===== src/rtl/scr1_lsu_pkg.sv =====
// Shared LSU types: commands, exception codes, DMEM encodings, outstanding-entry struct.
// No logic; consumed by the LSU top, its tracker FIFO and the LSU interface.
// SCR1_LSU_BYTE_LANE_EN adds the low address bits to the outstanding entry.
package scr1_lsu_pkg;

    localparam int unsigned SCR1_XLEN      = 32;
    // Counter width covers 0..8, the largest legal outstanding depth.
    localparam int unsigned SCR1_LSU_CNT_W = 4;

    typedef enum logic [3:0] {
        SCR1_LSU_CMD_NONE = 4'd0,
        SCR1_LSU_CMD_LB   = 4'd1,
        SCR1_LSU_CMD_LH   = 4'd2,
        SCR1_LSU_CMD_LW   = 4'd3,
        SCR1_LSU_CMD_LBU  = 4'd4,
        SCR1_LSU_CMD_LHU  = 4'd5,
        SCR1_LSU_CMD_SB   = 4'd6,
        SCR1_LSU_CMD_SH   = 4'd7,
        SCR1_LSU_CMD_SW   = 4'd8
    } type_scr1_lsu_cmd_sel_e;

    typedef enum logic [3:0] {
        SCR1_EXC_CODE_INSTR_MISALIGN   = 4'd0,
        SCR1_EXC_CODE_LD_ADDR_MISALIGN = 4'd4,
        SCR1_EXC_CODE_LD_ACCESS_FAULT  = 4'd5,
        SCR1_EXC_CODE_ST_ADDR_MISALIGN = 4'd6,
        SCR1_EXC_CODE_ST_ACCESS_FAULT  = 4'd7
    } type_scr1_exc_code_e;

    typedef enum logic {
        SCR1_MEM_CMD_RD = 1'b0,
        SCR1_MEM_CMD_WR = 1'b1
    } type_scr1_mem_cmd_e;

    typedef enum logic [1:0] {
        SCR1_MEM_WIDTH_BYTE  = 2'd0,
        SCR1_MEM_WIDTH_HWORD = 2'd1,
        SCR1_MEM_WIDTH_WORD  = 2'd2
    } type_scr1_mem_width_e;

    typedef enum logic [1:0] {
        SCR1_MEM_RESP_NOTRDY = 2'd0,
        SCR1_MEM_RESP_RDY_OK = 2'd1,
        SCR1_MEM_RESP_RDY_ER = 2'd2
    } type_scr1_mem_resp_e;

    typedef struct packed {
        type_scr1_lsu_cmd_sel_e cmd;
`ifdef SCR1_LSU_BYTE_LANE_EN
        logic [1:0]             addr;
`endif
        logic                   killed;
    } type_scr1_lsu_outst_s;

    // All-zero entry: cmd NONE (encoded 0), not killed.
    localparam type_scr1_lsu_outst_s SCR1_LSU_OUTST_RESET = type_scr1_lsu_outst_s'('0);

    // Pointer width for a tracker of the given depth (depth 1 still needs one bit).
    function automatic int unsigned scr1_lsu_ptr_width(input int unsigned depth);
        return (depth > 1) ? $clog2(depth) : 1;
    endfunction

endpackage


===== src/rtl/scr1_pipe_lsu_mo_if.sv =====
// LSU handshake bundle: EXU request/completion plus DMEM request/response channels.
// master = LSU side (drives lsu2exu_*/lsu2dmem_*), slave = EXU + DMEM side.
// Pure wiring, no latency; flow control is req/req_ack on both channels.
interface scr1_pipe_lsu_mo_if;
    import scr1_lsu_pkg::*;

    logic                   exu2lsu_req_i;
    type_scr1_lsu_cmd_sel_e exu2lsu_cmd_i;
    logic [SCR1_XLEN-1:0]   exu2lsu_addr_i;
    logic [SCR1_XLEN-1:0]   exu2lsu_sdata_i;
    logic                   exu2lsu_flush_i;

    logic                   lsu2exu_req_ack_o;
    logic                   lsu2exu_rdy_o;
    logic [SCR1_XLEN-1:0]   lsu2exu_ldata_o;
    logic                   lsu2exu_exc_o;
    type_scr1_exc_code_e    lsu2exu_exc_code_o;
    logic                   lsu2exu_empty_o;

    logic                   lsu2dmem_req_o;
    type_scr1_mem_cmd_e     lsu2dmem_cmd_o;
    type_scr1_mem_width_e   lsu2dmem_width_o;
    logic [SCR1_XLEN-1:0]   lsu2dmem_addr_o;
    logic [SCR1_XLEN-1:0]   lsu2dmem_wdata_o;

    logic                   dmem2lsu_req_ack_i;
    logic [SCR1_XLEN-1:0]   dmem2lsu_rdata_i;
    type_scr1_mem_resp_e    dmem2lsu_resp_i;

    modport master (
        input  exu2lsu_req_i, exu2lsu_cmd_i, exu2lsu_addr_i, exu2lsu_sdata_i, exu2lsu_flush_i,
        output lsu2exu_req_ack_o, lsu2exu_rdy_o, lsu2exu_ldata_o, lsu2exu_exc_o,
               lsu2exu_exc_code_o, lsu2exu_empty_o,
        output lsu2dmem_req_o, lsu2dmem_cmd_o, lsu2dmem_width_o, lsu2dmem_addr_o, lsu2dmem_wdata_o,
        input  dmem2lsu_req_ack_i, dmem2lsu_rdata_i, dmem2lsu_resp_i
    );

    modport slave (
        output exu2lsu_req_i, exu2lsu_cmd_i, exu2lsu_addr_i, exu2lsu_sdata_i, exu2lsu_flush_i,
        input  lsu2exu_req_ack_o, lsu2exu_rdy_o, lsu2exu_ldata_o, lsu2exu_exc_o,
               lsu2exu_exc_code_o, lsu2exu_empty_o,
        input  lsu2dmem_req_o, lsu2dmem_cmd_o, lsu2dmem_width_o, lsu2dmem_addr_o, lsu2dmem_wdata_o,
        output dmem2lsu_req_ack_i, dmem2lsu_rdata_i, dmem2lsu_resp_i
    );

endinterface


===== src/rtl/scr1_lsu_outst_fifo.sv =====
// Outstanding-transaction tracker: circular FIFO of {cmd, addr, killed} entries.
// Latency: push/pop/kill take effect at the clock edge; head/count are registered.
// Backpressure: none internally; the caller never pushes when full without a pop.
// Ports: clk, rst_n (async active-low), push/push_entry, pop, kill_all, head, count.
module scr1_lsu_outst_fifo
    import scr1_lsu_pkg::*;
#(
    parameter int unsigned DEPTH = 2
)(
    input  logic                      clk,
    input  logic                      rst_n,
    input  logic                      push,
    input  type_scr1_lsu_outst_s      push_entry,
    input  logic                      pop,
    input  logic                      kill_all,
    output type_scr1_lsu_outst_s      head,
    output logic [SCR1_LSU_CNT_W-1:0] count
);

    localparam int unsigned      PTR_W = scr1_lsu_ptr_width(DEPTH);
    localparam logic [PTR_W-1:0] LAST  = PTR_W'(DEPTH - 1);

    type_scr1_lsu_outst_s entries [DEPTH];
    logic [PTR_W-1:0]     rd_ptr;
    logic [PTR_W-1:0]     wr_ptr;

    // Explicit wrap keeps depth 1 correct where the pointer has a spare bit.
    function automatic logic [PTR_W-1:0] ptr_inc(input logic [PTR_W-1:0] p);
        return (p == LAST) ? '0 : p + 1'b1;
    endfunction

    always_ff @(posedge clk or negedge rst_n) begin
        if (!rst_n) begin
            rd_ptr <= '0;
            wr_ptr <= '0;
            count  <= '0;
            for (int i = 0; i < int'(DEPTH); i++) begin
                entries[i] <= SCR1_LSU_OUTST_RESET;
            end
        end else begin
            // Marking free slots too is harmless: a push overwrites the whole entry.
            if (kill_all) begin
                for (int i = 0; i < int'(DEPTH); i++) begin
                    entries[i].killed <= 1'b1;
                end
            end
            if (push) begin
                entries[wr_ptr] <= push_entry;
                wr_ptr          <= ptr_inc(wr_ptr);
            end
            if (pop) begin
                rd_ptr <= ptr_inc(rd_ptr);
            end
            case ({push, pop})
                2'b10:   count <= count + 1'b1;
                2'b01:   count <= count - 1'b1;
                default: count <= count;
            endcase
        end
    end

    assign head = entries[rd_ptr];

endmodule


===== src/rtl/scr1_pipe_lsu_mo.sv =====
// Multiple-outstanding load/store unit between EXU and DMEM, in-order completion.
// Latency: request forwarded to DMEM combinationally; completion reported in the response cycle.
// Backpressure: no DMEM request (no ack) while the tracker is full unless a response pops it.
// Ports: clk, rst_n (async active-low), lsu_if (scr1_pipe_lsu_mo_if.master).
// Option: SCR1_LSU_BYTE_LANE_EN enables store lane replication and address-based load lane select.
module scr1_pipe_lsu_mo
    import scr1_lsu_pkg::*;
#(
    parameter int unsigned SCR1_LSU_OUTST_DEPTH = 2
)(
    input  logic                      clk,
    input  logic                      rst_n,
    scr1_pipe_lsu_mo_if.master        lsu_if
);

    localparam logic [SCR1_LSU_CNT_W-1:0] DEPTH_CNT = SCR1_LSU_CNT_W'(SCR1_LSU_OUTST_DEPTH);

    type_scr1_lsu_cmd_sel_e      cmd;
    logic [1:0]                  addr_lo;
    logic                        cmd_store;
    logic                        misalign;
    logic                        resp_vld;
    logic                        pop;
    logic                        push;
    logic                        resp_report;
    logic                        misalign_exc;
    logic                        head_store;
    logic [SCR1_LSU_CNT_W-1:0]   count;
    type_scr1_lsu_outst_s        head;
    type_scr1_lsu_outst_s        push_entry;
    logic [SCR1_XLEN-1:0]        rdata_sh;
    logic [SCR1_XLEN-1:0]        ldata;

    assign cmd       = lsu_if.exu2lsu_cmd_i;
    assign addr_lo   = lsu_if.exu2lsu_addr_i[1:0];
    assign cmd_store = (cmd == SCR1_LSU_CMD_SB) || (cmd == SCR1_LSU_CMD_SH) || (cmd == SCR1_LSU_CMD_SW);

    always_comb begin
        misalign = 1'b0;
        case (cmd)
            SCR1_LSU_CMD_LH, SCR1_LSU_CMD_LHU, SCR1_LSU_CMD_SH: misalign = addr_lo[0];
            SCR1_LSU_CMD_LW, SCR1_LSU_CMD_SW:                   misalign = |addr_lo;
            default:                                            misalign = 1'b0;
        endcase
    end

    // Responses arriving with nothing outstanding (e.g. stale after reset) are ignored.
    assign resp_vld    = (lsu_if.dmem2lsu_resp_i == SCR1_MEM_RESP_RDY_OK)
                      || (lsu_if.dmem2lsu_resp_i == SCR1_MEM_RESP_RDY_ER);
    assign pop         = resp_vld && (count != '0);
    assign resp_report = pop && !head.killed;

    // A popping response frees a slot in the same cycle, so a full tracker can still accept.
    assign lsu_if.lsu2dmem_req_o    = lsu_if.exu2lsu_req_i && !misalign && !lsu_if.exu2lsu_flush_i
                                   && ((count < DEPTH_CNT) || pop);
    assign push                     = lsu_if.lsu2dmem_req_o && lsu_if.dmem2lsu_req_ack_i;
    assign lsu_if.lsu2exu_req_ack_o = push;

    // Misaligned accesses wait until older transactions drain so exceptions stay in order.
    assign misalign_exc = lsu_if.exu2lsu_req_i && misalign && (count == '0) && !resp_report;

    always_comb begin
        push_entry     = SCR1_LSU_OUTST_RESET;
        push_entry.cmd = cmd;
`ifdef SCR1_LSU_BYTE_LANE_EN
        push_entry.addr = addr_lo;
`endif
    end

    scr1_lsu_outst_fifo #(
        .DEPTH      (SCR1_LSU_OUTST_DEPTH)
    ) i_outst_fifo (
        .clk        (clk),
        .rst_n      (rst_n),
        .push       (push),
        .push_entry (push_entry),
        .pop        (pop),
        .kill_all   (lsu_if.exu2lsu_flush_i),
        .head       (head),
        .count      (count)
    );

    // DMEM request channel
    assign lsu_if.lsu2dmem_cmd_o  = cmd_store ? SCR1_MEM_CMD_WR : SCR1_MEM_CMD_RD;
    assign lsu_if.lsu2dmem_addr_o = lsu_if.exu2lsu_addr_i;

    always_comb begin
        case (cmd)
            SCR1_LSU_CMD_LB, SCR1_LSU_CMD_LBU, SCR1_LSU_CMD_SB: lsu_if.lsu2dmem_width_o = SCR1_MEM_WIDTH_BYTE;
            SCR1_LSU_CMD_LH, SCR1_LSU_CMD_LHU, SCR1_LSU_CMD_SH: lsu_if.lsu2dmem_width_o = SCR1_MEM_WIDTH_HWORD;
            default:                                            lsu_if.lsu2dmem_width_o = SCR1_MEM_WIDTH_WORD;
        endcase
    end

    always_comb begin
        lsu_if.lsu2dmem_wdata_o = lsu_if.exu2lsu_sdata_i;
`ifdef SCR1_LSU_BYTE_LANE_EN
        case (cmd)
            SCR1_LSU_CMD_SB: lsu_if.lsu2dmem_wdata_o = {4{lsu_if.exu2lsu_sdata_i[7:0]}};
            SCR1_LSU_CMD_SH: lsu_if.lsu2dmem_wdata_o = {2{lsu_if.exu2lsu_sdata_i[15:0]}};
            default:         lsu_if.lsu2dmem_wdata_o = lsu_if.exu2lsu_sdata_i;
        endcase
`endif
    end

    // Load data extension from the head entry's command
`ifdef SCR1_LSU_BYTE_LANE_EN
    assign rdata_sh = lsu_if.dmem2lsu_rdata_i >> {head.addr, 3'b000};
`else
    assign rdata_sh = lsu_if.dmem2lsu_rdata_i;
`endif

    always_comb begin
        case (head.cmd)
            SCR1_LSU_CMD_LB:  ldata = {{24{rdata_sh[7]}},  rdata_sh[7:0]};
            SCR1_LSU_CMD_LBU: ldata = {24'd0,              rdata_sh[7:0]};
            SCR1_LSU_CMD_LH:  ldata = {{16{rdata_sh[15]}}, rdata_sh[15:0]};
            SCR1_LSU_CMD_LHU: ldata = {16'd0,              rdata_sh[15:0]};
            SCR1_LSU_CMD_LW:  ldata = rdata_sh;
            default:          ldata = '0;
        endcase
    end

    // EXU completion channel
    assign head_store = (head.cmd == SCR1_LSU_CMD_SB) || (head.cmd == SCR1_LSU_CMD_SH)
                     || (head.cmd == SCR1_LSU_CMD_SW);

    assign lsu_if.lsu2exu_rdy_o   = resp_report;
    assign lsu_if.lsu2exu_ldata_o = resp_report ? ldata : '0;
    assign lsu_if.lsu2exu_exc_o   = (resp_report && (lsu_if.dmem2lsu_resp_i == SCR1_MEM_RESP_RDY_ER))
                                 || misalign_exc;
    assign lsu_if.lsu2exu_empty_o = (count == '0);

    always_comb begin
        lsu_if.lsu2exu_exc_code_o = SCR1_EXC_CODE_INSTR_MISALIGN;
        if (resp_report) begin
            lsu_if.lsu2exu_exc_code_o = head_store ? SCR1_EXC_CODE_ST_ACCESS_FAULT
                                                   : SCR1_EXC_CODE_LD_ACCESS_FAULT;
        end else if (misalign_exc) begin
            lsu_if.lsu2exu_exc_code_o = cmd_store ? SCR1_EXC_CODE_ST_ADDR_MISALIGN
                                                  : SCR1_EXC_CODE_LD_ADDR_MISALIGN;
        end
    end

endmodule

===== src/flat_wrapper.sv =====
// flat-port wrapper written by rule: the top's interface ports become plain ports
module scr1_pipe_lsu_mo_flat import scr1_lsu_pkg::*;
#(
    parameter int unsigned SCR1_LSU_OUTST_DEPTH = 2
)
  (clk, rst_n, lsu_if_exu2lsu_req_i, lsu_if_exu2lsu_cmd_i, lsu_if_exu2lsu_addr_i, lsu_if_exu2lsu_sdata_i, lsu_if_exu2lsu_flush_i, lsu_if_lsu2exu_req_ack_o, lsu_if_lsu2exu_rdy_o, lsu_if_lsu2exu_ldata_o, lsu_if_lsu2exu_exc_o, lsu_if_lsu2exu_exc_code_o, lsu_if_lsu2exu_empty_o, lsu_if_lsu2dmem_req_o, lsu_if_lsu2dmem_cmd_o, lsu_if_lsu2dmem_width_o, lsu_if_lsu2dmem_addr_o, lsu_if_lsu2dmem_wdata_o, lsu_if_dmem2lsu_req_ack_i, lsu_if_dmem2lsu_rdata_i, lsu_if_dmem2lsu_resp_i);
  scr1_pipe_lsu_mo_if lsu_if_i ();
  input  logic clk;
  input  logic rst_n;
  input wire logic [$bits(lsu_if_i.exu2lsu_req_i)-1:0] lsu_if_exu2lsu_req_i;
  input wire logic [$bits(lsu_if_i.exu2lsu_cmd_i)-1:0] lsu_if_exu2lsu_cmd_i;
  input wire logic [$bits(lsu_if_i.exu2lsu_addr_i)-1:0] lsu_if_exu2lsu_addr_i;
  input wire logic [$bits(lsu_if_i.exu2lsu_sdata_i)-1:0] lsu_if_exu2lsu_sdata_i;
  input wire logic [$bits(lsu_if_i.exu2lsu_flush_i)-1:0] lsu_if_exu2lsu_flush_i;
  output wire logic [$bits(lsu_if_i.lsu2exu_req_ack_o)-1:0] lsu_if_lsu2exu_req_ack_o;
  output wire logic [$bits(lsu_if_i.lsu2exu_rdy_o)-1:0] lsu_if_lsu2exu_rdy_o;
  output wire logic [$bits(lsu_if_i.lsu2exu_ldata_o)-1:0] lsu_if_lsu2exu_ldata_o;
  output wire logic [$bits(lsu_if_i.lsu2exu_exc_o)-1:0] lsu_if_lsu2exu_exc_o;
  output wire logic [$bits(lsu_if_i.lsu2exu_exc_code_o)-1:0] lsu_if_lsu2exu_exc_code_o;
  output wire logic [$bits(lsu_if_i.lsu2exu_empty_o)-1:0] lsu_if_lsu2exu_empty_o;
  output wire logic [$bits(lsu_if_i.lsu2dmem_req_o)-1:0] lsu_if_lsu2dmem_req_o;
  output wire logic [$bits(lsu_if_i.lsu2dmem_cmd_o)-1:0] lsu_if_lsu2dmem_cmd_o;
  output wire logic [$bits(lsu_if_i.lsu2dmem_width_o)-1:0] lsu_if_lsu2dmem_width_o;
  output wire logic [$bits(lsu_if_i.lsu2dmem_addr_o)-1:0] lsu_if_lsu2dmem_addr_o;
  output wire logic [$bits(lsu_if_i.lsu2dmem_wdata_o)-1:0] lsu_if_lsu2dmem_wdata_o;
  input wire logic [$bits(lsu_if_i.dmem2lsu_req_ack_i)-1:0] lsu_if_dmem2lsu_req_ack_i;
  input wire logic [$bits(lsu_if_i.dmem2lsu_rdata_i)-1:0] lsu_if_dmem2lsu_rdata_i;
  input wire logic [$bits(lsu_if_i.dmem2lsu_resp_i)-1:0] lsu_if_dmem2lsu_resp_i;
  assign lsu_if_i.exu2lsu_req_i = lsu_if_exu2lsu_req_i;
  assign lsu_if_i.exu2lsu_cmd_i = lsu_if_exu2lsu_cmd_i;
  assign lsu_if_i.exu2lsu_addr_i = lsu_if_exu2lsu_addr_i;
  assign lsu_if_i.exu2lsu_sdata_i = lsu_if_exu2lsu_sdata_i;
  assign lsu_if_i.exu2lsu_flush_i = lsu_if_exu2lsu_flush_i;
  assign lsu_if_lsu2exu_req_ack_o = lsu_if_i.lsu2exu_req_ack_o;
  assign lsu_if_lsu2exu_rdy_o = lsu_if_i.lsu2exu_rdy_o;
  assign lsu_if_lsu2exu_ldata_o = lsu_if_i.lsu2exu_ldata_o;
  assign lsu_if_lsu2exu_exc_o = lsu_if_i.lsu2exu_exc_o;
  assign lsu_if_lsu2exu_exc_code_o = lsu_if_i.lsu2exu_exc_code_o;
  assign lsu_if_lsu2exu_empty_o = lsu_if_i.lsu2exu_empty_o;
  assign lsu_if_lsu2dmem_req_o = lsu_if_i.lsu2dmem_req_o;
  assign lsu_if_lsu2dmem_cmd_o = lsu_if_i.lsu2dmem_cmd_o;
  assign lsu_if_lsu2dmem_width_o = lsu_if_i.lsu2dmem_width_o;
  assign lsu_if_lsu2dmem_addr_o = lsu_if_i.lsu2dmem_addr_o;
  assign lsu_if_lsu2dmem_wdata_o = lsu_if_i.lsu2dmem_wdata_o;
  assign lsu_if_i.dmem2lsu_req_ack_i = lsu_if_dmem2lsu_req_ack_i;
  assign lsu_if_i.dmem2lsu_rdata_i = lsu_if_dmem2lsu_rdata_i;
  assign lsu_if_i.dmem2lsu_resp_i = lsu_if_dmem2lsu_resp_i;
  scr1_pipe_lsu_mo #(.SCR1_LSU_OUTST_DEPTH(SCR1_LSU_OUTST_DEPTH)) u_core (.clk(clk), .rst_n(rst_n), .lsu_if(lsu_if_i));
endmodule

===== config.mk =====
export PLATFORM = sky130hd
export DESIGN_NAME = scr1_pipe_lsu_mo_flat
export DESIGN_NICKNAME = d
export VERILOG_FILES = /design/src/rtl/scr1_lsu_pkg.sv /design/src/rtl/scr1_pipe_lsu_mo_if.sv /design/src/rtl/scr1_lsu_outst_fifo.sv /design/src/rtl/scr1_pipe_lsu_mo.sv /design/src/flat_wrapper.sv
export SDC_FILE = /design/constraint.sdc
export NUM_CORES = 1
export LEC_CHECK = 0
export ABC_AREA = 1
export BUFFER_PORTS_ARGS = -buffer_cell sky130_fd_sc_hd__buf_2
export CAP_MARGIN = 20
export CORE_MARGIN = 10
export CORE_UTILIZATION = 39
export CTS_BUF_LIST = sky130_fd_sc_hd__clkbuf_16
export CTS_CLUSTER_DIAMETER = 30
export DETAILED_ROUTE_END_ITERATION = 8
export PLACE_DENSITY_LB_ADDON = 0.12
export SYNTH_ARGS = -nofsm -noshare
export SYNTH_HDL_FRONTEND = slang
export SYNTH_HIERARCHICAL = 1
export SYNTH_SLANG_ARGS = --single-unit

===== constraint.sdc =====
create_clock -name clk -period 6.1 [get_ports clk]
set_input_delay 0.915 -clock clk [delete_from_list [all_inputs] [get_ports clk]]
set_output_delay 0.915 -clock clk [all_outputs]
set_load 0.03 [all_outputs]

==> Yosys cells after proc, flatten, opt, wreduce, memory -nomap -nowiden <==
Index checks and enable logic that the tools add are counted.
{ "op_classes": {"addsub": 4, "magnitude_cmp": 4, "n_eq_ne": 20, "muxes": 21, "bitwise": 2, "reduce_logical": 29} }
{ "ops": {"columns": ["cell", "count"], "rows": [
  ["$pmux 32 s5", 1],
  ["$eq 4x3->1 const B", 8],
  ["$mux 32", 1],
  ["$mux 5", 4],
  ["$eq 4x2->1 const B", 4],
  ["$logic_and 1x1->1", 11],
  ["$bwmux 10", 1],
  ["$eq 4x1->1 const B", 2],
  ["$eq 4x4->1 const B", 2],
  ["$mux 4", 2],
  ["$pmux 4 s2", 1],
  ["$logic_or 1x1->1", 7],
  ["$mux 6", 1],
  ["$reduce_or 3->1", 2],
  ["$demux 5 s1", 1],
  ["$mux 1", 5],
  ["$add 4x1->4 const B", 1],
  ["$eq 2x1->1 const B", 2],
  ["$eq 2x2->1 const B", 2],
  ["$ge 2x2->1 const B", 2],
  ["$logic_not 1->1", 4],
  ["$logic_not 4->1", 1],
  ["$lt 4x2->1 const B", 1],
  ["$mux 2", 2],
  ["9 further kinds", 12]
]} }
{ "word_totals": {"register_bits": 16, "inputBits": 107, "output_inout_bits": 108, "elab_cells": 87} }

==> Depth between registers and ports, before layout <==
{ "logic_depth": {"depth_word": 10, "mapped_depth": 17} }

==> Hierarchy <==
The synthesis kept the hierarchy.
{ "by_module_without_submodules": {"columns": ["module", "instances", "cells_each", "area_each_um2"], "rows": [
  ["scr1_pipe_lsu_mo", 1, 238, 1307.5],
  ["scr1_lsu_outst_fifo", 1, 89, 792.0]
]} }

==> Worst setup path after synthesis <==
No wires, ideal clock.
{ "synth_path": {"path_kind": "in2reg", "from": "in lsu_if_exu2lsu_cmd_i[1]", "to": "reg u_core.i_outst_fifo.count[2]", "setup_time_ps": 82, "t_arrival_ps": 3315, "path_slack_ps": 2704, "cell_stages": 16, "n_path_buf": 0, "path_cell_list": "inv_1 -> nor2_1 -> nand2_1 -> nand2_1 -> nand2_1 -> nand2_1 -> nor3_1 -> inv_2 -> ha_1 -> nand2_1 -> inv_1 -> nor2_1 -> ha_1 -> a21oi_1 -> or2_1 -> a31oi_1"} }
{ "synth_between": {"elab_chain_len": 10} }
{ "synth_rtl": {"columns": ["element", "line", "text"], "rows": [
  ["from (decl)", "flat_wrapper.sv:11", "input wire logic [$bits(lsu_if_i.exu2lsu_cmd_i)-1:0] lsu_if_exu2lsu_cmd_i;"],
  ["$eq 4x2->1, or another cell as far along", "scr1_pipe_lsu_mo.sv:40", "case (cmd)"],
  ["$reduce_or 3->1 / $reduce_or 2->1 (equally long branches)", "scr1_pipe_lsu_mo.sv:40", null],
  ["$pmux 1 s2 *", "scr1_pipe_lsu_mo.sv:40", null],
  ["$logic_not 1->1 *", "scr1_pipe_lsu_mo.sv:54", "assign lsu_if.lsu2dmem_req_o = lsu_if.exu2lsu_req_i && !misalign && !lsu_if.exu2lsu_flush_i"],
  ["$logic_and 1x1->1 * (2 in series)", "scr1_pipe_lsu_mo.sv:54", null],
  ["$logic_and 1x1->1 *", "scr1_pipe_lsu_mo.sv:55", "&& ((count < DEPTH_CNT) || pop);"],
  ["$logic_and 1x1->1 *", "scr1_pipe_lsu_mo.sv:56", "assign push = lsu_if.lsu2dmem_req_o && lsu_if.dmem2lsu_req_ack_i;"],
  ["net lsu_if_lsu2exu_req_ack_o", "flat_wrapper.sv:15", "output wire logic [$bits(lsu_if_i.lsu2exu_req_ack_o)-1:0] lsu_if_lsu2exu_req_ack_o;"],
  ["$eq 2x1->1 / $eq 2x2->1 (equally long branches)", "scr1_lsu_outst_fifo.sv:54", "case ({push, pop})"],
  ["$pmux 4 s2 / $reduce_bool 2->1 (equally long branches)", null, null],
  ["to (signal assigned)", "scr1_lsu_outst_fifo.sv:55", "2'b10: count <= count + 1'b1;"],
  ["to (signal assigned)", "scr1_lsu_outst_fifo.sv:56", "2'b01: count <= count - 1'b1;"],
  ["to (signal assigned)", "scr1_lsu_outst_fifo.sv:57", "default: count <= count;"],
  ["to (decl)", "scr1_lsu_outst_fifo.sv:17", "output logic [SCR1_LSU_CNT_W-1:0] count"]
]} }
The timed path passes the listed nets; every way through them passes the cells marked *.
A chain may end at the register's enable or synchronous reset.

==> Worst setup path in the final report <==
{ "layout_path": {"from": "in lsu_if_dmem2lsu_resp_i[0]", "to": "out lsu_if_lsu2exu_ldata_o[14]"} }
{ "layout_between": {"elab_chain_len": 5} }
{ "layout_rtl": {"columns": ["element", "line", "text"], "rows": [
  ["from (decl)", "flat_wrapper.sv:28", "input wire logic [$bits(lsu_if_i.dmem2lsu_resp_i)-1:0] lsu_if_dmem2lsu_resp_i;"],
  ["$eq 2x1->1 / $eq 2x2->1 (equally long branches)", "scr1_pipe_lsu_mo.sv:48, scr1_pipe_lsu_mo.sv:49", null],
  ["$logic_or 1x1->1 *", "scr1_pipe_lsu_mo.sv:49", "|| (lsu_if.dmem2lsu_resp_i == SCR1_MEM_RESP_RDY_ER);"],
  ["$logic_and 1x1->1 *", "scr1_pipe_lsu_mo.sv:50", "assign pop = resp_vld && (count != '0);"],
  ["$logic_and 1x1->1 *", "scr1_pipe_lsu_mo.sv:51", "assign resp_report = pop && !head.killed;"],
  ["$mux 32 *", "scr1_pipe_lsu_mo.sv:129", "assign lsu_if.lsu2exu_ldata_o = resp_report ? ldata : '0;"],
  ["to (decl)", "flat_wrapper.sv:17", "output wire logic [$bits(lsu_if_i.lsu2exu_ldata_o)-1:0] lsu_if_lsu2exu_ldata_o;"]
]} }
Mark *: on every way between the ends. The rest lies on a longest branch, timed or not.

==> flow_metrics.tcl <==
set metrics [dict create \
    dieHeight_um 93.37 \
    synth_largest_area_cell "buf_4" \
    crit_required_ns 5.18 \
    place_congestion 0.8080 \
    ant_nets 0 \
    syn_area_per_cell_sq_um 6.421 \
    fin_util_pct 41.65 \
    grt_overflow 0 \
    synthesis.area_sq_um 2100 \
    cap_viol_max_count 0 \
    fmax_mhz 299.1 \
    holdCritStartpoint "u_core/i_outst_fifo/entries[2]" \
    grt_use_total_pct 11.91 \
    antenna_found_initial 0 \
    crit_slowest_cell "nor2_4" \
    synth_top_area_share_pct 23.96 \
    setup_viol 0 \
    hp-class "reg2reg" \
    grt_start_max_net_pins 23 \
    synth_area_leaders "buf_4 (24%), dfrtp_1 (19%), nand2_1 (15%)" \
    syn2layout_area_growth_pct 2.622 \
    ys.flop_type "dfrtp_1" \
    cts_resized 0 \
    dp_cells 416 \
    path_clk_slew_ns 0.05 \
    period_share_pct 54.80 \
    dr.pass1.iters 4 \
    rsz0062_at_grt "false" \
    yosysSeqAreaShare_pct 19.07 \
    drv_slew 0 \
    r2r_slack_ns 3.79 \
    drive_above_1_share_pct 34.57 \
    clock_skew_ns 0.001218 \
    clock_latency_ns 0.24 \
    r2r.worst_path.cells 12 \
    clk_path_buf_depth 2 \
    h-tree-depth 1 \
    holdWs_ns 0.4812 \
    cp-end-kind "primary output" \
    layout.cells.non_filler 420 \
    min_period_ns 3.343 \
    grt_pass1_vias 1746 \
    r2r-start "u_core/i_outst_fifo/count[1]" \
    yosysMostFrequentCell "nand2_1" \
    drtIter0Drc 65 \
    cts.sinks 16 \
    ir_worst_vdd_mv 0.2339 \
    vias 1829 \
    syn_inst 327 \
    power_density_nw_per_um2 332.6 \
    avgViaCountPerCell 4.355 \
    ioPinCount 215 \
    critPathMaxFanout 22 \
    synth_cell_types 32 \
    critPathBufInv 5 \
    synth_commonest_cells "nand2_1 (86), buf_4 (67), inv_1 (49)" \
    grt_pass1_wl_mm 8.652 \
    antenna_cells 0 \
    ys_warn_count 6 \
    drt-wirelength-per-cell_um 13.03 \
    die_area_sq_um 8718 \
    cts-hold-fix-buffers 0 \
    cts_root_buf "clkbuf_16" \
    crit_path_cell_trace "buf_2 > inv_1 > ha_1 > inv_1 > nand2_1 > nor2_4 > inv_2 > nor2_1 > buf_2" \
    cp_top_family "simple AND/OR/NAND/NOR gates" \
    cts_made_buffers 3 \
    routed_wl_mm 5.473 \
    cp_data_arrival_time_ns 2.43 \
    critPathKind "in2out" \
    leakagePower_uw 0.001455 \
    cts_tree "built" \
    die_width_um 93.37 \
    fin_nets 462 \
    place_hpwl_mm 4.634 \
    hold_depth 2 \
    cp-start-kind "input port" \
    hold_viol 0 \
    fp-row-count 26 \
    initial_core_util_pct 40.59 \
    ys_seq_elements 16 \
    reg2reg_to "u_core/i_outst_fifo/count[2]" \
    status "finished clean" \
    postCtsSetupRepairBufs 0 \
    synth-async-reset-ratio_pct 100.0 \
    min_delay_worst_endpoint "u_core/i_outst_fifo/entries[2]" \
    finalSetupTns_ns 0 \
    io_buffers 89 \
    critPathMaxStageDelay_ns 0.40 \
    synth_edf_count 0 \
    core_region_area_sq_um 5172 \
    drc 0 \
]
-- per-layer routing --
metal / vias to the layer above / wire length (um) / GRT usage (%)
li1: 955 / - / -
met1: 756 / 2203 / 12.79
met2: 102 / 2533 / 19.90
met3: 16 / 654 / 6.395
met4: 0 / 81 / 3.213
met5: - / 0 / 0
-- worst max-delay path by stage --
stage                              start                            to  slack [ns]  cells after the start
3_5_place_dp   lsu_if_dmem2lsu_resp_i[0]    lsu_if_lsu2exu_ldata_o[14]        2.73                      9
5_1_grt        lsu_if_dmem2lsu_resp_i[0]     lsu_if_lsu2exu_ldata_o[1]        2.56                      9
2_1_floorplan    lsu_if_exu2lsu_cmd_i[1]  u_core/i_outst_fifo/count[2]        2.70                     16
3_3_place_gp   lsu_if_dmem2lsu_resp_i[0]    lsu_if_lsu2exu_ldata_o[15]        2.78                      9
6_report       lsu_if_dmem2lsu_resp_i[0]    lsu_if_lsu2exu_ldata_o[14]        2.76                      9
4_1_cts        lsu_if_dmem2lsu_resp_i[0]    lsu_if_lsu2exu_ldata_o[14]        2.72                      9
-- worst min-delay path, delay by kind of cell, from the launching register on --
family | cells | cell delay (ns)
flip-flops | 1 | 0.34
AND/OR/NAND/NOR | 1 | 0.05
AO/OA/AOI/OAI | 1 | 0.06
-- logic make-up after synthesis --
family                     after synthesis  share of synthesized area, %
xor gates and xnor gates                 3                         1.252
muxes                                    5                         2.682
other                                    1                        0.1786
and+or+nand+nor                        146                         31.11
adders and majority gates                4                         2.384
buffers and inverters                  125                         36.35
DFF                                     16                         19.07
AOI/OAI and AO/OA                       27                         6.973
-- stage by stage --
stage	worst slack [ns]	power, uW	cell area, sq um
after floorplan	2.704	601.7	2107
after global placement	2.783	593.5	2076
after detailed placement	2.728	595.8	2076
after CTS	2.725	726.0	2155
after global routing	2.563	798.7	2155
final	2.757	716.6	2155
-- layout by cell type, fill, tap and decap left out, drive strengths merged --
cell,Yosys,layout
a21oi,9,9
a31oi,1,1
buf,71,89
clkbuf,1,3
clkinv,0,1
conb,1,3
dfrtp,16,16
ha,4,4
inv,53,53
mux2,5,5
nand2,97,97
nand3,7,7
nand3b,1,1
nand4,1,1
nor2,35,35
nor3,2,2
o21ai,16,16
o31ai,1,1
or2,3,3
xnor2,2,2
xor2,1,1
-- registers in the layout (all words and copies together), names as in the netlist --
register                     flops
u_core/i_outst_fifo/wr_ptr       1
u_core/i_outst_fifo/count        4
u_core/i_outst_fifo/entries     10
u_core/i_outst_fifo/rd_ptr       1
-- where the power goes --
part	leakage [uW]	internal [uW]	switching [uW]
Combinational	0.00123	148	249
Clock	0.0000385	86.7	38.2
Sequential	0.000190	151	42.8
-- cell type report --
type                       count  area [sq um]
clock inverter                 1         3.754
clock buffer                   3         75.07
tap                           70         87.58
timing repair buffer          89         445.4
inverter                      53         198.9
multi-input combinational    188         943.4
fill                         563          3018
sequential                    16         400.4
Power figures use the tool's default switching activity.
